--- src/rtl/hdma_engine.sv ---
// ---------------------------------------------------------------------------
// hdma_engine
//
// Block-copy DMA engine. It copies BLOCK_BYTES-byte blocks from any 16-bit
// source address into the 8 KiB VRAM window at DST_BASE. The engine sits on
// the CPU register bus as five byte registers and drives a bus-master port.
// That port is muxed in front of the memory map, the same way as the OAM DMA.
//
// Modes
//   general purpose : every block runs back-to-back with the CPU stalled.
//   hblank          : one block per rising edge of the PPU hblank level. The
//                     CPU runs while the engine waits between blocks.
//
// Register map (offset from BASE_ADDR)
//   0 SRC_HI   1 SRC_LO   2 DST_HI   3 DST_LO   4 CTRL
//   CTRL write (idle) : [6:0] = blocks-1, [7] = mode (0 GP, 1 hblank)
//   CTRL write (busy) : in hblank mode, bit7 = 0 cancels. Otherwise ignored.
//   CTRL read         : {~busy, remaining}. Reads 8'hff once a copy completes.
//
// Configuration
//   HDMA_READBACK_EN  defined     : SRC/DST read back their stored, masked values.
//                     not defined : SRC/DST read as 8'hff.
//
// Ports
//   clockgb      in   1   system clock, rising edge
//   resetn       in   1   asynchronous active-low reset
//   address      in   16  CPU bus address
//   indata       in   8   CPU write data
//   outdata      out  8   CPU read data. 8'h00 outside the register window.
//   load         in   1   CPU read strobe
//   store        in   1   CPU write strobe
//   hblank       in   1   PPU hblank level
//   dma_address  out  16  master address
//   dma_indata   in   8   master read data. It is sampled on the edge that ends
//                         the read cycle.
//   dma_outdata  out  8   master write data
//   dma_load     out  1   master read strobe
//   dma_store    out  1   master write strobe
//   dma_active   out  1   engine owns the bus (CPU stalled / muxed out)
// ---------------------------------------------------------------------------
module hdma_engine #(
  parameter logic [15:0] BASE_ADDR   = 16'hff51,
  parameter int          BLOCK_BYTES = 16,
  parameter logic [15:0] DST_BASE    = 16'h8000
) (
  input  logic        clockgb,
  input  logic        resetn,
  input  logic [15:0] address,
  input  logic [7:0]  indata,
  output logic [7:0]  outdata,
  input  logic        load,
  input  logic        store,
  input  logic        hblank,
  output logic [15:0] dma_address,
  input  logic [7:0]  dma_indata,
  output logic [7:0]  dma_outdata,
  output logic        dma_load,
  output logic        dma_store,
  output logic        dma_active
);

  localparam int         BLOCK_LOG2 = $clog2(BLOCK_BYTES);
  // Clears the byte-within-block bits, so addresses stay block aligned.
  localparam logic [7:0] LO_MASK    = ~8'(BLOCK_BYTES - 1);

  typedef enum logic [1:0] {
    ST_IDLE,  // no copy armed
    ST_RD,    // reading the source byte
    ST_WR,    // writing the byte into VRAM
    ST_WAIT   // hblank mode: between blocks, CPU owns the bus
  } state_t;

  state_t      state_q;
  logic [15:0] src_q;
  logic [12:0] dst_q;
  logic [6:0]  remaining_q;
  logic        hblank_mode_q;
  logic        cancel_q;      // cancel seen during RD, applied after the WR
  logic        hblank_q;

  // ------------------------------------------------------------------
  // CPU register decode
  // ------------------------------------------------------------------
  logic [15:0] reg_off;
  logic        in_range;
  logic        wr_src_hi, wr_src_lo, wr_dst_hi, wr_dst_lo, wr_ctrl;
  logic        cancel_req;
  logic        hblank_rise;
  logic        block_end;
  logic        busy;

  // A 16-bit subtraction wraps, so addresses below BASE_ADDR fall out of range.
  assign reg_off   = address - BASE_ADDR;
  assign in_range  = reg_off < 16'd5;

  assign wr_src_hi = store && in_range && (reg_off[2:0] == 3'd0);
  assign wr_src_lo = store && in_range && (reg_off[2:0] == 3'd1);
  assign wr_dst_hi = store && in_range && (reg_off[2:0] == 3'd2);
  assign wr_dst_lo = store && in_range && (reg_off[2:0] == 3'd3);
  assign wr_ctrl   = store && in_range && (reg_off[2:0] == 3'd4);

  // Only an hblank-mode copy can be stopped. A GP copy ignores CTRL writes.
  assign cancel_req  = wr_ctrl && hblank_mode_q && !indata[7];
  assign hblank_rise = hblank && !hblank_q;

  // The destination is block aligned, so its low bits count bytes in the block.
  assign block_end   = &dst_q[BLOCK_LOG2-1:0];

  // "busy" means a copy is armed. It stays high in WAIT, where the bus is released.
  assign busy        = (state_q != ST_IDLE);

  // ------------------------------------------------------------------
  // Engine state and registers
  // ------------------------------------------------------------------
  // NOTE: sequential state is assigned with non-blocking (<=) only. Every
  // register then sees the pre-edge values of the others, however the
  // statements are ordered.
  always_ff @(posedge clockgb or negedge resetn) begin
    if (!resetn) begin
      state_q       <= ST_IDLE;
      src_q         <= 16'h0000;
      dst_q         <= 13'h0000;
      remaining_q   <= 7'h7f;
      hblank_mode_q <= 1'b0;
      cancel_q      <= 1'b0;
      hblank_q      <= 1'b0;
      dma_outdata   <= 8'h00;
    end else begin
      hblank_q <= hblank;

      unique case (state_q)
        ST_IDLE: begin
          if (wr_ctrl) begin
            remaining_q   <= indata[6:0];
            hblank_mode_q <= indata[7];
            cancel_q      <= 1'b0;
            // Hblank mode always waits for a fresh rising edge, so a start
            // made while hblank is already high does not fire at once.
            state_q       <= indata[7] ? ST_WAIT : ST_RD;
          end
        end

        ST_WAIT: begin
          if (cancel_req) begin
            state_q <= ST_IDLE;
          end else if (hblank_rise) begin
            state_q <= ST_RD;
          end
        end

        ST_RD: begin
          dma_outdata <= dma_indata;
          state_q     <= ST_WR;
          // Let the byte in flight finish. The cancel is applied at the end of the WR.
          if (cancel_req) begin
            cancel_q <= 1'b1;
          end
        end

        ST_WR: begin
          src_q <= src_q + 16'd1;
          dst_q <= dst_q + 13'd1;
          if (cancel_q || cancel_req) begin
            cancel_q <= 1'b0;
            state_q  <= ST_IDLE;
          end else if (block_end) begin
            if (remaining_q == 7'd0) begin
              remaining_q <= 7'h7f;
              state_q     <= ST_IDLE;
            end else begin
              remaining_q <= remaining_q - 7'd1;
              state_q     <= hblank_mode_q ? ST_WAIT : ST_RD;
            end
          end else begin
            state_q <= ST_RD;
          end
        end

        default: state_q <= ST_IDLE;
      endcase

      // CPU address writes come after the engine update. If both touch the
      // same register in one cycle, the CPU value is the one kept.
      if (wr_src_hi) begin
        src_q[15:8] <= indata;
      end
      if (wr_src_lo) begin
        src_q[7:0] <= indata & LO_MASK;
      end
      if (wr_dst_hi) begin
        dst_q[12:8] <= indata[4:0];
      end
      if (wr_dst_lo) begin
        dst_q[7:0] <= indata & LO_MASK;
      end
    end
  end

  // ------------------------------------------------------------------
  // Bus-master port (decoded from the registered state)
  // ------------------------------------------------------------------
  assign dma_load   = (state_q == ST_RD);
  assign dma_store  = (state_q == ST_WR);
  assign dma_active = dma_load || dma_store;

  always_comb begin
    // NOTE: every combinational output gets a default first, so no path
    // leaves it unassigned and no latch is inferred.
    dma_address = 16'h0000;
    unique case (state_q)
      ST_RD:   dma_address = src_q;
      ST_WR:   dma_address = DST_BASE | {3'b000, dst_q};
      default: dma_address = 16'h0000;
    endcase
  end

  // ------------------------------------------------------------------
  // CPU readback
  // ------------------------------------------------------------------
  always_comb begin
    outdata = 8'h00;
    if (load && in_range) begin
      unique case (reg_off[2:0])
`ifdef HDMA_READBACK_EN
        3'd0:    outdata = src_q[15:8];
        3'd1:    outdata = src_q[7:0];
        3'd2:    outdata = {3'b000, dst_q[12:8]};
        3'd3:    outdata = dst_q[7:0];
`else
        3'd0:    outdata = 8'hff;
        3'd1:    outdata = 8'hff;
        3'd2:    outdata = 8'hff;
        3'd3:    outdata = 8'hff;
`endif
        3'd4:    outdata = {~busy, remaining_q};
        default: outdata = 8'h00;
      endcase
    end
  end

endmodule

--- config.mk ---
export PLATFORM = sky130hd
export DESIGN_NAME = hdma_engine
export DESIGN_NICKNAME = d
export VERILOG_FILES = /design/src/rtl/hdma_engine.sv
export SDC_FILE = /design/constraint.sdc
export NUM_CORES = 1
export LEC_CHECK = 0
export CAP_MARGIN = 5
export CORE_ASPECT_RATIO = 0.5
export CORE_MARGIN = 4
export CORE_UTILIZATION = 55
export CTS_CLUSTER_DIAMETER = 30
export DETAILED_ROUTE_END_ITERATION = 16
export GPL_TIMING_DRIVEN = 0
export PLACE_DENSITY = 0.88
export SLEW_MARGIN = 15
export SYNTH_ARGS = -nofsm -noshare
export SYNTH_HDL_FRONTEND = slang
export SYNTH_SLANG_ARGS = --single-unit
--- constraint.sdc ---
create_clock -name clockgb -period 5.1 [get_ports clockgb]
set_clock_uncertainty 0.05 [all_clocks]
set_input_delay 1.275 -clock clockgb [delete_from_list [all_inputs] [get_ports clockgb]]
set_output_delay 1.275 -clock clockgb [all_outputs]
set_load 0.02 [all_outputs]
# == Yosys cells after proc, flatten, opt, wreduce, memory -nomap -nowiden ==
# Cells that the tools add are included.
# op_classes
eq_ne,13
addsub,4
muxes,27
bitwise,1
reduce_logical,30
n_lt_le_gt_ge,1
# op_table
operator,count
$mux W8,4
$pmux W16 S2,1
$mux W7,4
$add A16 B1 Y16 const B,1
$lt A16 B3 Y1 const B,1
$mux W16,1
$mux W2,8
$pmux W8 S2,1
$sub A16 B16 Y16 const B,1
$pmux W7 S2,1
$add A13 B1 Y13 const B,1
$mux W13,1
$reduce_and A4 Y1,3
$reduce_bool A2 Y1,6
$logic_and A1 B1 Y1,10
$pmux W2 S4,1
$logic_not A7 Y1,1
$sub A7 B1 Y7 const B,1
$eq A3 B2 Y1 const B,2
$ne A2 B1 Y1 const B,3
$mux W5,1
$eq A2 B2 Y1 const B,2
$ne A2 B2 Y1 const B,2
$reduce_and A2 Y1,2
13 further kinds,17
# word_totals
reg_bits,49
input_bits,37
word_cells,86
out_inout_bits,35

# == Logic depth before layout (Yosys ltp) ==
# depth
word_depth,9
ltp_mapped,9
mapped_depth_nobuf,9

# == Least setup slack after synthesis ==
# OpenSTA, ideal clock, no wires.
# synth_timing
kind,input-to-output
start,input address[3]
end,output outdata[0]
path_stages,7
t_arrival_ns,2.922
setup_slack_ns,0.853
required_ns,3.775
n_path_buf,0
path_cell_list,nor4_2 -> o32ai_2 -> a211o_1 -> and2_4 -> nor3_1 -> nand2_1 -> a21oi_1
# synth_via
elab_chain_cells,4
# synth_rtl
item,line_no,text
from (decl),48,"input logic [15:0] address,"
$sub A16 B16 Y16,93,assign reg_off = address - BASE_ADDR;
$lt A16 B3 Y1,94,assign in_range = reg_off < 16'd5;
$logic_and A1 B1 Y1,222,if (load && in_range) begin
$mux W8,222,
to (decl),50,"output logic [7:0] outdata,"
# No other way between the ends.

# == Final worst setup path ==
# layout_timing
start,input address[3]
end,output outdata[2]
# Same word-level chain as after synthesis.

==> metrics <==
status complete, no violations; vias in the first global route 3133; ratio of cells with drive above 1 in the final layout 14.0%; RSZ-0062 raised after global routing false; Max Cap Viol 0; routability cong. 0.932; hpwl dp 7080 microns; Clk pwr share 18.5%; met1 WL 3890 microns; pwr dens 496 mW/mm^2; crit path to outdata[2]; Port Buf Inserts 71; max_slew headroom 53.8%; CTS Buffer Depth 2; Synth Register Bits 49; Die Width 116 microns; cell row count 19; top cell type's share of synthesized area 32.5%; FFs w/ async S/R, synth 100%; Crit-path slowest cell clkdlybuf4s50_1; Crit Path Max Fanout 8; Clock transition at path regs 0.06 ns; worst hold slack 0.459 ns; vias per inst 6.29; Yosys top cell by area dfrtp_1; final worst path period need 4.93 ns; Critical Path AT 3.60 ns; syn_area_per_cell 9.48 sq um; DR iter-0 viols 288; final antenna-violating net count 0; Hold Crit Class reg2reg; FF-to-FF path depth 7; Post-synth EDFFs 0; switch share 40.7%; uppermost layer routed met4; grt total ovfl 0; most common cell in the netlist dfrtp_1; CTS HTree Levels 2; P&R area growth vs syn 31.6%; Final #Nets 467; final hold vios 0; top_reg_cell synth dfrtp_1; first-pass GRT wire length 15500 microns; Routed met3 length 909 microns; fmax 203 MHz; synth unique cells 55; total track usage 26.9%; CORE AREA 0.00559 sq mm; mapped cell area 0.00323 sq mm; crit path launch type input pin; cell count after synthesis 341; Mapped Nets 387; initial antenna violation count 0; Routed WL per cell 19.5 microns; root buffer cell clkbuf_16; synth cell count leaders dfrtp_1, nand2_1, nor2_1, mux2_2; CTS tree yes; first drt pass iteration count 5; switching power 858 uW; cts hold-fix bufs 0; Initial Util 57.9%; CP required 3.77 ns; Reg power frac 32.5%; CTS sink cnt 49; IO Pins 72; internal power 1250 uW; Setup crit start address[3]; leak pwr 0.00178 uW; setup violators final 0; CP endpoint kind primary output; die area 0.00725 sq mm; Worst-Margin Slew 0.693 ns; final slew viol count 0; final critical-path share of the clock period 96.6%; Worst R2R Start state_q[0]; DRC Markers 0; post-synthesis sequential area ratio 38.2%; worst setup path category in2out; n_diodes 0; Tot Pwr 2110 uW; logic gate share of total power 49.0%; peak supply drop 0.296 mV; Finished Core Util 76.2%; top cells by area, synth dfrtp_1, mux2_2, dfstp_2; DR WL met2 4610 microns; R2R Path End src_q[8]; CP max stage delay 0.49 ns; final WL 9650 microns; largest net degree at the start of global routing 28; crit-path cells clkdlybuf4s50_1, nor4_4, o32ai_2, a211o_1, and2_4, nor3_2, nand2_2, a21oi_1, dlygate4sd2_1; CTS Buf Count 5; reg2reg setup slack 2.46 ns; detailed-route via count 3112; Die Span Y 62.2 microns; clk_lat worst skew 0.29 ns; Yosys Warn Count 0
==> registers in the layout, indices dropped and copies added, names as in the netlist <==
register       cells
cancel_q           1
dma_outdata        8
dst_q             13
hblank_mode_q      1
hblank_q           1
remaining_q        7
src_q             16
state_q            2
==> cells by family (layout without fill, tap and decap cells) <==
group / Yosys count / after routing / synth area share [%]
AOI/OAI and AO/OA: 60 / 60 / 14.0
xor gates and xnor gates: 28 / 28 / 7.58
adders and majority gates: 9 / 9 / 3.48
buffers and inverters: 24 / 105 / 3.37
DFF: 49 / 49 / 38.2
muxes: 33 / 33 / 11.2
and+or+nand+nor: 138 / 138 / 22.2
==> timing repair <==
action,CTS,global route
resized for setup,9,6
endpoints found under the setup margin,8,8
setup buffers,1,0
pin swaps,1,0
==> worst max-delay path: cells and delay by family <==
kind	cells	cell delay, ns
AO/OA/AOI/OAI	3	0.63
AND/OR/NAND/NOR	4	0.86
buffers and inverters	2	0.84
==> layout by cell type (no fill, tap or decap), types with 3 or more instances in the layout <==
cell,synthesis,routed
inv_1,10,10
nor3b_1,3,3
dfstp_2,7,7
mux2_1,4,4
a31oi_1,6,6
a21oi_1,17,17
nand4_1,17,17
nor3_1,6,5
mux2i_1,7,7
xor2_1,13,13
nand2_1,34,33
nand2b_1,5,5
nor2_1,32,32
ha_1,9,9
mux2_2,22,22
o21ai_0,6,6
clkbuf_16,0,5
xnor2_1,15,15
clkbuf_1,10,11
and3_1,15,15
dlygate4sd2_1,0,6
clkdlybuf4s50_1,0,61
a22o_1,13,13
nand3_1,7,7
dfrtp_1,42,42
nor4_1,4,4
==> area by class of cell <==
cell class | count | area, sq um
clock buffer | 7 | 143
multi-input combinational | 268 | 1910
inverter | 10 | 37.5
sequential | 49 | 1230
timing repair buffer | 73 | 736
tap | 73 | 91.3
clock inverter | 1 | 30.0
fill | 361 | 1330
buffer | 14 | 71.3
==> layer usage <==
metal / vias to the layer above / GRT usage (%)
met3: 31 / 5.24
met2: 204 / 45.2
met1: 1483 / 35.0
met4: 0 / 8.54
met5: - / 0
li1: 1394 / -
==> how the worst min path moves through the flow <==
stage	start	depth (start not counted)	endpoint
2_1_floorplan	remaining_q[0]	2	remaining_q[0]
3_5_place_dp	dma_outdata[0]	1	dma_outdata[0]
6_report	dma_outdata[7]	1	dma_outdata[7]
4_1_cts	dma_outdata[7]	1	dma_outdata[7]
5_1_grt	dma_outdata[7]	1	dma_outdata[7]
3_3_place_gp	dma_outdata[7]	1	dma_outdata[7]
==> power groups by stage <==
| stage | registers, uW | logic, uW | clock network (uW) |
|---|---|---|---|
| 2_1_floorplan | 681 | 605 | 0 |
| 6_report | 686 | 1040 | 389 |
| 3_5_place_dp | 681 | 1010 | 0 |
| 3_3_place_gp | 669 | 964 | 0 |
| 5_1_grt | 701 | 1110 | 412 |
| 4_1_cts | 677 | 1030 | 387 |
==> stage by stage <==
stage	cells	setup slack (ns)	setup TNS [ns]	cell area [sq um]
after global routing	495	0.0563	0	4260
after detailed placement	486	-0.302	-2.23	4060
final	495	0.172	0	4260
after global placement	485	-0.202	-1.57	4040
after floorplan	341	0.853	0	3230
after CTS	495	0.0102	0	4240
Note: power is estimated with default switching activity, not from simulation.
==> RTL edit: new RTL, same flow settings <==
Add a define of `HDMA_READBACK_EN`.
--- a/src/rtl/hdma_engine.sv
+++ b/src/rtl/hdma_engine.sv
@@ -38,6 +38,8 @@
 //   dma_store    out  1   master write strobe
 //   dma_active   out  1   engine owns the bus (CPU stalled / muxed out)
 // ---------------------------------------------------------------------------
+`define HDMA_READBACK_EN
+
 module hdma_engine #(
   parameter logic [15:0] BASE_ADDR   = 16'hff51,
   parameter int          BLOCK_BYTES = 16,
Check against the original RTL: not equivalent (a bounded check fails within 4 cycles, from zero or initial values and one cycle with resetn low).
==> RTL edit against the unedited design <==
Highest routed layer unchanged; first-iteration DRC count up 66%; combinational power fell by 13%; critical path type unchanged; via count is 9.7% higher; clock power is 15% lower; total power is 12% lower; final area increased by 5.6%; hold slack improved by 0.81 ps; fmax shrank 1.1%; setup slack lost 55 ps; synthesized area is 9.3% higher; sequential cell count unchanged; wire length increased by 6.1%.
==> RTL edit: results <==
[placement]
place_area_um2 = 4360
hpwl_um = 7526
post-place-ws_ps = -849.5
numPlacedInstances = 542
place_congestion = 0.9816
port_buffers = 70

[synthesis]
synthArstFlopShare = 1.000
synthTopCellsByArea = dfrtp_1 (30%), mux2_2 (6.7%), dfstp_2 (5.2%), nand2_1 (4.2%), mux2i_1 (4.0%)
yosysUniqueCellTypes = 65
synthCells = 383
synth_commonest_cells = dfrtp_1 (42), nand2_1 (40), nor2_1 (35), mux2_2 (21), o21ai_0 (18)
synth_nets = 430
ys.flop_type = dfrtp_1
yosys_warnings = 0
synth-seq-area-share = 0.3494

[sta]
relSlewSlack = 0.3612

[final_layout]
nNetsFinal = 510
layout-drive-gt1-share = 0.1681
final_cells = 552
largestRegisters = src_q x16, dst_q x13, dma_outdata x8
fill_cells = 474
diodes = 0

[clock_network]
numCtsBuffers = 5
cts-htree-levels = 2
clk_latency_ps = 290
cts-root-buf = clkbuf_16
ctsHoldBuffers = 0
clk_pin_slew_ps = 60
cts_buffer_depth = 2

[pwr]
p_leak_nw = 1.871
vdd_ir_drop_max_mv = 0.3627

[global_route]
grt_first_pass_wirelength_um = 16460
use_met2 = 0.4172
first_global_vias = 3348
use_met1 = 0.3660
antenna_found_initial = 0
grt_max_degree = 27
track_usage = 0.2675
top_usage_layer = met2
gr-usage-met3 = 0.07062

[setup_path]
cp_slowest_cell = clkdlybuf4s50_1
cp_top_family = buffers and inverters
arrival_ps = 3660
cp_slowest_stage_delay_ps = 430
critPathMaxFanout = 10

[drt]
drtIter0Drc = 478
drt_first_pass_iters = 6
num_vias = 3414
wire_per_inst_um = 18.55

[hold_path]
holdCritPathClass = reg2reg

[outcome]
outcome = finished, final reports clean
[RTL edit: routing by layer]
layer	vias up	wire (µm)
met2	195	4436
li1	1556	-
met3	35	1043
met5	-	0
met4	0	335
met1	1628	4422
[RTL edit: kinds of logic (layout without fill, tap and decap cells)]
kind of cell,count (synthesis),after routing,share of synthesized area
and+or+nand+nor,145,145,0.2128
AOI/OAI and AO/OA,82,82,0.1763
DFF,49,49,0.3494
muxes,35,35,0.1065
xor gates and xnor gates,31,31,0.07681
buffers and inverters,31,112,0.04283
adders and majority gates,10,10,0.03540
[RTL edit: worst paths after layout]
path | startpoint | end | slack (ps) | cells past startpoint
worst max-delay path | address[0] | outdata[6] | 120 | 11
worst min-delay path | dma_outdata[7] | dma_outdata[7] | 460 | 1
worst max register to register | state_q[0] | src_q[13] | 2830 | 8
worst min register to register | dma_outdata[7] | dma_outdata[7] | 460 | 1
max in group asynchronous | resetn | remaining_q[2] | 3470 | 2
min in group asynchronous | resetn | dma_outdata[0] | 920 | 1
[RTL edit: cell type report]
cell class | instances | area (µm²) | area share
inverters | 15 | 56.30 | 0.01252
repair buffers | 73 | 696.9 | 0.1549
clock inverters | 2 | 13.76 | 0.003060
plain buffers | 16 | 95.09 | 0.02114
well taps | 88 | 110.1 | 0.02448
flip-flops and latches | 49 | 1235 | 0.2745
clock buffers | 6 | 128.9 | 0.02865
multi-input cells | 303 | 2162 | 0.4807
[RTL edit: power breakdown]
| group | total (mW) | internal (mW) | switching [mW] |
|---|---|---|---|
| logic | 0.900 | 0.416 | 0.485 |
| clock network | 0.329 | 0.183 | 0.146 |
| registers | 0.636 | 0.505 | 0.131 |
[RTL edit: worst reg2reg max path: stages, from the launching register on]
cell      delay [ps]
dfrtp_1          410
inv_1            130
ha_1             200
buf_6            160
clkbuf_1         440
nand3_1          250
nor2_1           200
xnor2_1           80
mux2_2           250
[RTL edit: timing repair]
item / in CTS / in global routing
gates resized for setup: 31 / 14
buffers inserted: 2 / 0
pin swaps: 1 / 3
endpoints found under the setup margin: 8 / 8
